==> config.mk <==
export PLATFORM = sky130hd
export DESIGN_NAME = pipe_skid_stage
export DESIGN_NICKNAME = d
export VERILOG_FILES = /design/src/rtl/cpu_pipe_pkg.sv /design/src/rtl/pipe_slot.sv /design/src/rtl/pipe_skid_stage.sv
export SDC_FILE = /design/constraint.sdc
export NUM_CORES = 1
export LEC_CHECK = 0
export ABC_AREA = 1
export BUFFER_PORTS_ARGS = -buffer_cell sky130_fd_sc_hd__clkbuf_2
export CAP_MARGIN = 20
export CORE_ASPECT_RATIO = 0.5
export CORE_UTILIZATION = 25
export CTS_BUF_LIST = sky130_fd_sc_hd__clkbuf_8 sky130_fd_sc_hd__clkbuf_16
export DETAILED_ROUTE_END_ITERATION = 8
export MAX_ROUTING_LAYER = met4
export SLEW_MARGIN = 5
export SYNTH_ARGS = -nofsm -noshare
export SYNTH_HDL_FRONTEND = slang
export SYNTH_SLANG_ARGS = --single-unit
==> constraint.sdc <==
create_clock -name clk -period 2.1 [get_ports clk]
set_input_delay 0.42 -clock clk [delete_from_list [all_inputs] [get_ports clk]]
set_output_delay 0.42 -clock clk [all_outputs]
set_load 0.02 [all_outputs]
==> src/rtl/cpu_pipe_pkg.sv <==
// Shared pipeline definitions: stage state encoding, bubble constants and the
// ID/EX payload field layout used by pipe_skid_stage and pipe_slot.
package cpu_pipe_pkg;

  typedef enum logic [1:0] {
    EMPTY = 2'd0,
    ONE   = 2'd1,
    TWO   = 2'd2
  } stage_state_e;

  localparam int         IDEX_PAYLOAD_W = 70;
  localparam int         IDEX_WREG_W    = 4;
  localparam int         IDEX_MEM_W     = 2;
  localparam int         PERF_CNT_W     = 16;

  // A bubble writes no register and performs no memory access.
  localparam logic [3:0] NOP_WREG = 4'b1111;
  localparam logic [1:0] NOP_MEM  = 2'b11;

  // ID/EX payload layout, LSB first: ctrl, aluop, pc, imme, rdata2, rdata1.
  localparam int IDEX_CTRL_LSB   = 0;
  localparam int IDEX_CTRL_W     = 2;
  localparam int IDEX_ALUOP_LSB  = 2;
  localparam int IDEX_ALUOP_W    = 4;
  localparam int IDEX_PC_LSB     = 6;
  localparam int IDEX_PC_W       = 16;
  localparam int IDEX_IMME_LSB   = 22;
  localparam int IDEX_IMME_W     = 16;
  localparam int IDEX_RDATA2_LSB = 38;
  localparam int IDEX_RDATA2_W   = 16;
  localparam int IDEX_RDATA1_LSB = 54;
  localparam int IDEX_RDATA1_W   = 16;

  function automatic logic [IDEX_PAYLOAD_W-1:0] pack_idex(
    input logic [IDEX_RDATA1_W-1:0] rdata1,
    input logic [IDEX_RDATA2_W-1:0] rdata2,
    input logic [IDEX_IMME_W-1:0]   imme,
    input logic [IDEX_PC_W-1:0]     pc,
    input logic [IDEX_ALUOP_W-1:0]  aluop,
    input logic [IDEX_CTRL_W-1:0]   ctrl
  );
    return {rdata1, rdata2, imme, pc, aluop, ctrl};
  endfunction

  function automatic logic [IDEX_PC_W-1:0] idex_pc(input logic [IDEX_PAYLOAD_W-1:0] p);
    return p[IDEX_PC_LSB +: IDEX_PC_W];
  endfunction

  function automatic logic [IDEX_ALUOP_W-1:0] idex_aluop(input logic [IDEX_PAYLOAD_W-1:0] p);
    return p[IDEX_ALUOP_LSB +: IDEX_ALUOP_W];
  endfunction

endpackage

==> src/rtl/pipe_slot.sv <==
// One storage entry of a pipeline stage: width-parametrised register with load
// enable, updated on the falling clock edge, cleared by async active-low reset.
module pipe_slot
  import cpu_pipe_pkg::*;
#(
  parameter int W = IDEX_PAYLOAD_W
) (
  input  logic         clk,
  input  logic         rst,
  input  logic         load,
  input  logic [W-1:0] d,
  output logic [W-1:0] q
);

  always_ff @(negedge clk or negedge rst) begin
    if (!rst) begin
      q <= '0;
    end else if (load) begin
      q <= d;
    end
  end

endmodule

==> src/rtl/pipe_skid_stage.sv <==
// Two-entry (main + skid) pipeline stage register with registered in_ready,
// flush and bubble insertion; falling-edge clocked. Optional perf counters are
// built only when STAGE_PERF_CNT_EN is defined.
module pipe_skid_stage #(
  parameter int                 PAYLOAD_W = 70,
  parameter int                 WREG_W    = 4,
  parameter int                 MEM_W     = 2,
  parameter logic [WREG_W-1:0]  NOP_WREG  = WREG_W'(cpu_pipe_pkg::NOP_WREG),
  parameter logic [MEM_W-1:0]   NOP_MEM   = MEM_W'(cpu_pipe_pkg::NOP_MEM),
  parameter int                 CNT_W     = 16
) (
  input  logic                 clk,
  input  logic                 rst,
  input  logic                 flush,
  input  logic                 in_valid,
  output logic                 in_ready,
  input  logic [PAYLOAD_W-1:0] in_payload,
  input  logic [WREG_W-1:0]    in_wreg,
  input  logic [MEM_W-1:0]     in_mem,
  output logic                 out_valid,
  input  logic                 out_ready,
  output logic [PAYLOAD_W-1:0] out_payload,
  output logic [WREG_W-1:0]    out_wreg,
  output logic [MEM_W-1:0]     out_mem,
  output logic [1:0]           occupancy,
  output logic [CNT_W-1:0]     stall_cnt,
  output logic [CNT_W-1:0]     bubble_cnt
);
  import cpu_pipe_pkg::*;

  localparam int ENTRY_W = PAYLOAD_W + WREG_W + MEM_W;

  // Handshake: a transfer happens on a falling edge where valid && ready.
  // in_ready depends only on the state register, so it never combinationally
  // follows out_ready; the skid slot absorbs the one entry in flight.
  stage_state_e       state;
  logic               accept;
  logic               pop;
  logic               main_load;
  logic               skid_load;
  logic [ENTRY_W-1:0] in_entry;
  logic [ENTRY_W-1:0] main_d;
  logic [ENTRY_W-1:0] main_q;
  logic [ENTRY_W-1:0] skid_q;

  assign in_ready  = (state != TWO);
  assign out_valid = (state != EMPTY);
  assign occupancy = state;
  assign accept    = in_valid && in_ready;
  assign pop       = out_valid && out_ready;
  assign in_entry  = {in_payload, in_wreg, in_mem};

  always_comb begin
    main_load = 1'b0;
    skid_load = 1'b0;
    main_d    = in_entry;
    if (!flush) begin
      case (state)
        EMPTY: main_load = accept;
        ONE: begin
          main_load = accept && pop;
          skid_load = accept && !pop;
        end
        TWO: begin
          main_load = pop;
          main_d    = skid_q;
        end
        default: begin
          main_load = 1'b0;
        end
      endcase
    end
  end

  always_ff @(negedge clk or negedge rst) begin
    if (!rst) begin
      state <= EMPTY;
    end else if (flush) begin
      state <= EMPTY;
    end else begin
      case (state)
        EMPTY: if (accept) state <= ONE;
        ONE: begin
          if (accept && !pop) state <= TWO;
          else if (!accept && pop) state <= EMPTY;
        end
        TWO: if (pop) state <= ONE;
        default: state <= EMPTY;
      endcase
    end
  end

  pipe_slot #(.W(ENTRY_W)) u_main (
    .clk  (clk),
    .rst  (rst),
    .load (main_load),
    .d    (main_d),
    .q    (main_q)
  );

  pipe_slot #(.W(ENTRY_W)) u_skid (
    .clk  (clk),
    .rst  (rst),
    .load (skid_load),
    .d    (in_entry),
    .q    (skid_q)
  );

  // Payload is left as-is when empty; only the control fields become a bubble.
  assign out_payload = main_q[ENTRY_W-1 -: PAYLOAD_W];
  assign out_wreg    = out_valid ? main_q[MEM_W +: WREG_W] : NOP_WREG;
  assign out_mem     = out_valid ? main_q[0 +: MEM_W]      : NOP_MEM;

`ifdef STAGE_PERF_CNT_EN
  logic [CNT_W-1:0] stall_q;
  logic [CNT_W-1:0] bubble_q;

  always_ff @(negedge clk or negedge rst) begin
    if (!rst) begin
      stall_q  <= '0;
      bubble_q <= '0;
    end else begin
      if (out_valid && !out_ready && (stall_q != '1)) begin
        stall_q <= stall_q + CNT_W'(1);
      end
      if (!out_valid && (bubble_q != '1)) begin
        bubble_q <= bubble_q + CNT_W'(1);
      end
    end
  end

  assign stall_cnt  = stall_q;
  assign bubble_cnt = bubble_q;
`else
  assign stall_cnt  = '0;
  assign bubble_cnt = '0;
`endif

endmodule

==> results.toml <==
[status]
status = "complete, but fails checks"
failed_checks = "setup timing"

[synthesis]
netlist_area_um2 = 7900
synth_area_leaders = "dfrtn_1, nand2_1, buf_4, nand3_1, buf_2"
synth_seq_cells = 154
synth_area_per_cell_um2 = 7.58
synthesis.yosys.warnings = 0
synthCells = 1042
ys_types = 21
seq_area_frac_synth = 0.488
yosysTopAreaCellShare = 0.488
yosys.area.top_type = "dfrtn_1"

[cells_and_area]
finalCoreUtilization = 0.386
layout.cells.most_common = "nand2_1"
mostFrequentLayoutCells = "nand2_1, dfrtn_1, nand3_1"
drive_gt1_frac = 0.392
areaGrowthSynthToFinish_pct = 49.8
final_nets = 1273
fill_cells = 3008
final-instance-count-excl-fill = 1632

[placement]
hpwlAfterDp_um = 14500
placedCellCount = 1531
place.gp.congestion = 0.779
numPortBuffers = 160

[sta]
worst_slew_pin_slew_ns = 0.993
setup_slack_ns = -0.700
finalHoldViolations = 0
timing.max_slew.rel_slack = 0.338
timing.final.max_slew_violations = 0
clock-skew-final_ns = 0.00507
grt_setup_unrepaired = "true"
finalSetupViolCount = 234

[setup_path]
worst-path-max-fanout = 8
setup.worst_path.end_class = "primary output"
critPathArrivalTime_ns = 2.38
critPathKind = "register to primary output"
worst-endpoint-required_ns = 1.68
timing.critical_path.from_type = "register"

[global_route]
grt_antenna_before_repair = 4
grt_pass1_wl_um = 39000
grt.overflow.total = 0
grt.total_usage = 0.162
grt_max_degree = 79
via_count_of_the_first_global_routing_pass = 6771

[floorplan]
num_io_pins = 193
core_area_um2 = 30700
floorplan.die_area_um2 = 32400
initial_utilization = 0.258
fp-row-count = 45
chipHeight_um = 128
die_width_um = 253

[clock_network]
cts_made_buffers = 17
cts.reportedPaths.clkPinSlew_ns = 0.05
h-tree-depth = 4
ctsHoldBuffers = 0
cts.path.max_buffers = 2
clockRootBuffer = "clkbuf_16"
clkSinkCount = 154
insertion_delay_ns = 0.40
cts_tree = "done"

[route]
first_iter_violations = 484
route.final.wire_length_um = 25600
detail-route-antenna-nets = 0
route.layer.met1.wl_um = 10800
post_drt_wl_per_cell_um = 15.7
vias = 7109
wl_met2_um = 13400
drtPass1Iterations = 4
drc = 0
route.detailed.vias_per_inst = 4.36
dr.max_layer_used = "met4"
met3_length_um = 751

[pwr]
cellPowerDensity_nw_per_um2 = 1140
vdd_ir_drop_max_mv = 0.518
post-layout-total-power_mw = 13.5
p_leak_nw = 6.09

[worst_hold_path]
worstHoldPathType = "register to register"

[run]
max_cap_viol_count = 0
[metal layers]
| layer | GRT usage | vias to the layer above |
|---|---|---|
| met2 | 0.270 | 119 |
| met3 | 0.0303 | 38 |
| li1 | - | 3442 |
| met4 | 0.0606 | 0 |
| met5 | - | - |
| met1 | 0.196 | 3510 |
[power breakdown]
| part | total [mW] | internal [mW] | switching (mW) |
|---|---|---|---|
| registers | 5.20 | 4.22 | 0.980 |
| clock network | 3.15 | 1.78 | 1.37 |
| logic | 5.15 | 2.66 | 2.49 |
| total | 13.5 | 8.66 | 4.84 |
[synthesized netlist by cell type, drive strengths merged]
cell	instances
a21oi	2
dfrtn	154
conb	1
buf	143
o21ai	4
nor3	1
or2	6
nor2	5
nand3	155
nand2	541
inv	6
clkbuf	24
[cell type report]
class,count,area (um^2),area share
Clock inverter,15,165,0.0139
Antenna cell,4,10.0,0.000845
Inverter,6,22.5,0.00190
Sequential cell,154,3850,0.325
Multi-Input combinational cell,746,3840,0.325
Timing Repair Buffer,267,2990,0.252
Clock buffer,17,425,0.0359
Tap cell,423,529,0.0447
[state kept, by name (all words and copies together) (netlist names)]
register / flops
u_skid.q: 76
occupancy: 2
u_main.q: 76
[critical path: stages (launching register included)]
cell and delay, ns:
dfrtn_1 0.47, nor2_4 0.08, or2_4 0.25, buf_8 0.13
[logic make-up after synthesis]
kind of cell | count (synthesis) | share of synthesized area
AOI/OAI and AO/OA | 6 | 0.00427
buffers and inverters | 173 | 0.142
DFF | 154 | 0.488
other | 1 | 0.000475
and+or+nand+nor | 708 | 0.365
[worst paths after layout]
| path | startpoint | end | slack [ns] | cells past startpoint |
|---|---|---|---|---|
| max | occupancy[0] | out_mem[0] | -0.70 | 3 |
| min reg2reg | u_skid.q[25] | u_skid.q[25] | 0.42 | 2 |
| min in group asynchronous | rst | u_main.q[61] | 0.75 | 1 |
| max in group asynchronous | rst | u_skid.q[26] | 0.81 | 2 |
| max reg2reg | occupancy[1] | u_main.q[47] | -0.35 | 8 |
| min | u_skid.q[25] | u_skid.q[25] | 0.42 | 2 |
[repair_timing]
action,4_1_cts,5_1_grt
endpoints found under the setup margin,233,234
pin swaps,49,67
gates cloned,16,3
gates resized for setup,249,168
setup buffers,30,23
[through the flow]
stage	setup WS, ns	hold WS, ns	instance area (um^2)	TNS, ns
after floorplan	-0.395	0.403	8060	-41.15
after global placement	-0.475	0.415	8820	-72.74
after detailed placement	-0.495	0.419	8820	-73.94
after CTS	-0.704	0.421	11100	-64.54
after global routing	-0.747	0.442	11800	-74.16
final	-0.700	0.421	11800	-59.65
(Power assumes the default switching activity.)
